### src/rtl/regfile.sv
// Register file with two combinational read ports, one write port and a per-register
// pending scoreboard. Optional same-cycle write forwarding when REGFILE_BYPASS_EN is defined.
module regfile #(
  parameter int ADDR_W = 5,
  parameter int DATA_W = 32
) (
  input  logic              clk,
  input  logic              rst,
  input  logic              we,
  input  logic [ADDR_W-1:0] waddr,
  input  logic [DATA_W-1:0] wdata,
  input  logic              re1,
  input  logic [ADDR_W-1:0] raddr1,
  output logic [DATA_W-1:0] rdata1,
  output logic              busy1,
  input  logic              re2,
  input  logic [ADDR_W-1:0] raddr2,
  output logic [DATA_W-1:0] rdata2,
  output logic              busy2,
  input  logic              iss_we,
  input  logic [ADDR_W-1:0] iss_rd
);

  localparam int NREG = 1 << ADDR_W;

  logic [DATA_W-1:0] regs [NREG];
  logic [NREG-1:0]   pending;
  logic [NREG-1:0]   pending_next;

  logic              re_v [2];
  logic [ADDR_W-1:0] ra_v [2];
  logic [DATA_W-1:0] rd_v [2];
  logic              bz_v [2];

  // Clear first, then set: an issuing writer to the same index wins over retirement.
  always_comb begin
    pending_next = pending;
    if (we && waddr != '0) pending_next[waddr] = 1'b0;
    if (iss_we && iss_rd != '0) pending_next[iss_rd] = 1'b1;
  end

  always_ff @(posedge clk) begin
    if (rst) begin
      for (int i = 0; i < NREG; i++) regs[i] <= '0;
      pending <= '0;
    end else begin
      if (we && waddr != '0) regs[waddr] <= wdata;
      pending <= pending_next;
    end
  end

  assign re_v[0] = re1;
  assign re_v[1] = re2;
  assign ra_v[0] = raddr1;
  assign ra_v[1] = raddr2;

  always_comb begin
    for (int p = 0; p < 2; p++) begin
      rd_v[p] = '0;
      bz_v[p] = 1'b0;
      if (!rst && re_v[p] && ra_v[p] != '0) begin
`ifdef REGFILE_BYPASS_EN
        if (we && waddr == ra_v[p]) begin
          rd_v[p] = wdata;
        end else begin
          rd_v[p] = regs[ra_v[p]];
          bz_v[p] = pending[ra_v[p]];
        end
`else
        rd_v[p] = regs[ra_v[p]];
        bz_v[p] = pending[ra_v[p]];
`endif
      end
    end
  end

  assign rdata1 = rd_v[0];
  assign busy1  = bz_v[0];
  assign rdata2 = rd_v[1];
  assign busy2  = bz_v[1];

endmodule
### config.mk
export PLATFORM = sky130hd
export DESIGN_NAME = regfile
export DESIGN_NICKNAME = d
export VERILOG_FILES = /design/src/rtl/regfile.sv
export SDC_FILE = /design/constraint.sdc
export NUM_CORES = 2
export LEC_CHECK = 0
export BUFFER_PORTS_ARGS = -buffer_cell sky130_fd_sc_hd__buf_2
export CAP_MARGIN = 20
export CORE_MARGIN = 1.5
export CORE_UTILIZATION = 40
export CTS_CLUSTER_SIZE = 12
export DETAILED_ROUTE_END_ITERATION = 10
export PLACE_DENSITY = 0.57
export SYNTH_ARGS = -nofsm -noshare
export SYNTH_HDL_FRONTEND = slang
export SYNTH_SLANG_ARGS = --single-unit
### constraint.sdc
create_clock -name clk -period 2.7 [get_ports clk]
set_clock_uncertainty 0.15 [all_clocks]
set_input_delay 0.405 -clock clk [delete_from_list [all_inputs] [get_ports clk]]
set_output_delay 0.405 -clock clk [all_outputs]
set_load 0.02 [all_outputs]
After elaboration in Yosys (flattened, before gate mapping)
Memory sizes are Yosys's and may differ from the RTL's.
Cells that the tools add are included.
Cells by class
  mux-type cells: 22
  bitwise logic cells: 3
  reductions and logical operators: 14
  order comparisons: 6
Operators with widths (number)
  $mux 32: 5
  $and 32x32->32: 1
  $not 32->32: 1
  $or 32x32->32: 1
  $reduce_or 32->1: 1
  $lt 5x6->1 const B: 4
  $reduce_bool 5->1: 4
  $mux 1: 12
  $bmux 1 s5: 2
  $demux 1 s5: 2
  $ge 5x1->1 const B: 2
  $logic_and 1x1->1: 8
  $mux 5: 1
  $logic_not 1->1: 1
Storage, ports and cells
  register bits: 32
  input bits: 58
  memories kept: 1
  word-level logic and storage cells: 47
  bits in writable memories: 1024
Memory list
  regs: depth 32, width 32, rd ports 2, clocked after memory_dff 0, write ports 32, line 26  | logic [DATA_W-1:0] regs [NREG];

Depth between registers and ports, before layout
  depth in word-level cells: 9
  mapped depth: 9
  gate-level depth less buffers: 4

Worst setup path before layout
No wires, ideal clock.
  path kind: input -> output
  start point: input raddr1[0]
  end point: output rdata1[22]
  setup slack: 161 ps
  arrival: 1984 ps
  cell stages on the path: 9
  buffers on the path: 5
  cell sequence: buf_6 buf_6 buf_6 and2_1 buf_4 buf_6 a221oi_1 o21ai_0 a32oi_1
Between the ends
  cells in the longest elaborated chain, start to end: 3
  elaborated cells between the ends (all ways): 4
  classes of those cells: mux (1); reduce/logical (2); memory (1)
Ends and longest elaborated chain
  from (decl): line 13  | input logic [ADDR_W-1:0] raddr1,
  parallel branches: the longest is 2 deep, another holds $mem_v2 32x32
  $mux 32 *: line 61  | if (!rst && re_v[p] && ra_v[p] != '0) begin
  to (decl): line 14  | output logic [DATA_W-1:0] rdata1,
Mark *: on every way between the ends.

==> flow_metrics.env <==
export IMPL_status="complete, but fails checks"
export IMPL_failed_checks="negative setup slack"
export IMPL_final_common_cell="edfxtp_1"
export IMPL_p_sw_mw=11.0
export IMPL_critical_path_required_ns=2.14
export IMPL_first_global_vias=40200
export IMPL_powerDensity_mw_per_mm2=591
export IMPL_synth_distinct_cells=51
export IMPL_fin_hold_ws_ns=0.0874
export IMPL_seq_power_share_pct=46.4
export IMPL_drc=0
export IMPL_fp_dieH_um=381
export IMPL_viasPerCell=6.22
export IMPL_ys_ff_latch=1056
export IMPL_syn_instance_count=4124
export IMPL_hpwl_um=147000
export IMPL_ys_seq_area_share_pct=54.9
export IMPL_drt_pass1_iterations=6
export IMPL_async_reset_ff_share_pct=0
export IMPL_rows=138
export IMPL_fmax_mhz=321
export IMPL_setup_tns_ns=-16.35
export IMPL_worstSetupStartpointType="flip-flop"
export IMPL_antenna_found_initial=34
export IMPL_synth_main_ff_cell="edfxtp_1"
export IMPL_power_share_switching_pct=26.4
export IMPL_wl_per_cell_um=35.5
export IMPL_initial_core_util_pct=40.4
export IMPL_cp_cell_sequence="mux4_4 -> mux4_2 -> nand2b_1 -> nand3_2 -> buf_6"
export IMPL_io_pins=124
export IMPL_clk_latency_ns=0.75
export IMPL_fin_ws_ns=-0.419
export IMPL_critPathMaxFanout=2
export IMPL_gp_congestion=0.897
export IMPL_cts_sinks=1056
export IMPL_grt_max_degree=44
export IMPL_dr_total_vias=40500
export IMPL_crit_path_max_incr_delay_ns=0.61
export IMPL_cts_root_buf="clkbuf_16"
export IMPL_worstMarginPinSlew_ns=0.798
export IMPL_clk_path_buf_depth=3
export IMPL_min_period_ns=3.12
export IMPL_clk_pin_slew_ns=0.06
export IMPL_hold_viol=0
export IMPL_maxSlewViolCount=0
export IMPL_slowest_stage="mux4_4"
export IMPL_synth_area_per_cell_um2=13.9
export IMPL_yosysWarningCount=0
export IMPL_cts_tree="done"
export IMPL_die_width_um=381
export IMPL_cts_made_buffers=119
export IMPL_crit_buf_inv=1
export IMPL_fin_nets=4571
export IMPL_max_vdd_ir_drop_uv=554
export IMPL_dieArea_mm2=0.145
export IMPL_antenna_left=0
export IMPL_pwr_share_clk_pct=38.5
export IMPL_h_tree_depth=3
export IMPL_drtIter0Drc=5747
export IMPL_layout_drive_gt1_share_pct=31.8
export IMPL_synth_edf_count=1024
export IMPL_min_delay_path_class="primary input to flip-flop"
export IMPL_fin_cells=6516
export IMPL_p_int_mw=30.7
export IMPL_setup_violations=66
export IMPL_crit_type="flip-flop to primary output"
export IMPL_combinationalPowerShare_pct=15.1
export IMPL_cp_top_family="multiplexers"
export IMPL_leakage_nw=25.9
export IMPL_endpoint_kind="primary output"
export IMPL_dp_cells=6269
export IMPL_grt_overflow=0
export IMPL_most_common_layout_cells="1024 x edfxtp_1, 996 x and2_1, 449 x mux2i_1"
export IMPL_rsz0062_at_grt="yes"
export IMPL_final_util_pct=49.8
export IMPL_gr_usage_all_layers_pct=31.5
export IMPL_arrival_ns=2.56
export IMPL_areaGrowthSynthToFinish_pct=23.4
export IMPL_synth_area_mm2=0.0572
export IMPL_maxCapViolCount=0
export IMPL_relSlewSlack_pct=46.8
export IMPL_grt_pass1_wl_um=318000
export IMPL_numPortBuffers=123
export IMPL_coreArea_mm2=0.142
export IMPL_period_share_pct=116
export IMPL_routed_wirelength_um=231000
[Yosys cell counts (10+ instances only)]
cell	count	share of area [%]
a221oi_1	64	0.98
mux4_1	28	1.3
buf_4	22	0.29
o22ai_1	16	0.17
nor2b_1	11	0.12
inv_1	38	0.25
and2_1	999	11
nand2_1	63	0.41
o211ai_1	18	0.24
clkbuf_1	295	1.9
o21ai_0	64	0.56
nand3_1	73	0.64
o21ai_1	13	0.11
a31oi_1	11	0.12
buf_6	29	0.57
buf_2	71	0.62
mux2i_1	449	7.9
a32oi_1	64	0.98
buf_1	10	0.066
a21o_1	29	0.38
nor2_1	42	0.28
nand2b_1	18	0.20
dfxtp_1	32	1.1
mux4_2	277	11
a22oi_1	158	2.1
edfxtp_1	1024	54
a21oi_1	55	0.48
mux2_2	99	1.9
[area by class of cell]
class                   instances  area, um2
diodes                          9       22.5
clock buffers                 158       3180
well taps                    1890       2360
repair buffers                670       7150
flip-flops and latches       1056      31400
inverters                      38        145
fillers                     12100      71100
multi-input cells            2628      25800
clock inverters                67        633
[final timing paths]
path                   to  slack (ns)    startpoint  cells after the start
max            rdata2[30]       -0.42  regs[12][30]                      5
min          regs[20][13]        0.09     wdata[13]                      2
max reg2reg    pending[2]        1.32    pending[2]                      2
min reg2reg   pending[12]        0.33   pending[12]                      2
[through the flow]
step / cell area [um2] / setup WS, ns / power (mW)
finish: 70600 / -0.419 / 41.7
global route: 70600 / -0.480 / 42.7
CTS: 70200 / -0.478 / 41.6
detailed placement: 64600 / -0.855 / 25.2
global placement: 64500 / -0.827 / 25.2
floorplan: 57300 / 0.161 / 22.5
[repair_timing]
| item | 4_1_cts | 5_1_grt |
|---|---|---|
| hold buffers | 11 | 0 |
| gates cloned | 2 | 1 |
| setup buffers | 16 | 11 |
| pin swaps | 124 | 24 |
| resized for setup | 440 | 54 |
| hold endpoints to repair | 39 | 0 |
| setup endpoints to repair | 66 | 66 |
[cell families after synthesis]
kind of cell | count (synthesis) | share of synthesized area [%]
buffers and inverters | 471 | 3.87
AOI/OAI and AO/OA | 498 | 6.21
DFF | 1056 | 54.9
and+or+nand+nor | 1244 | 13.0
other | 1 | 0.00655
muxes | 854 | 22.0
[per-layer routing]
metal	GRT usage, %	part of all wire, %	vias up
met1	42.9	40	21000
met3	7.70	11	544
li1	-	-	16500
met2	47.5	45	2470
met4	14.2	4.8	6
met5	0	0.015	-
[power groups by stage]
stage | combinational [mW] | sequential, mW | clock (mW)
2_1_floorplan | 3.00 | 19.5 | 0
3_3_place_gp | 5.55 | 19.6 | 0
3_5_place_dp | 5.57 | 19.7 | 0
4_1_cts | 6.10 | 19.3 | 16.2
5_1_grt | 6.45 | 19.4 | 16.8
6_report | 6.28 | 19.4 | 16.1
[sequential cells by signal, summed over array words and instances (netlist names)]
signal	cells
regs	1024
pending	32
[worst reg2reg max path, delay by kind of cell, from the launching register on]
family                 cells  cell delay (ns)
buffers and inverters      1             0.55
AOI/OAI and AO/OA          1             0.22
DFF                        1             0.34
(Power assumes the default switching activity.)
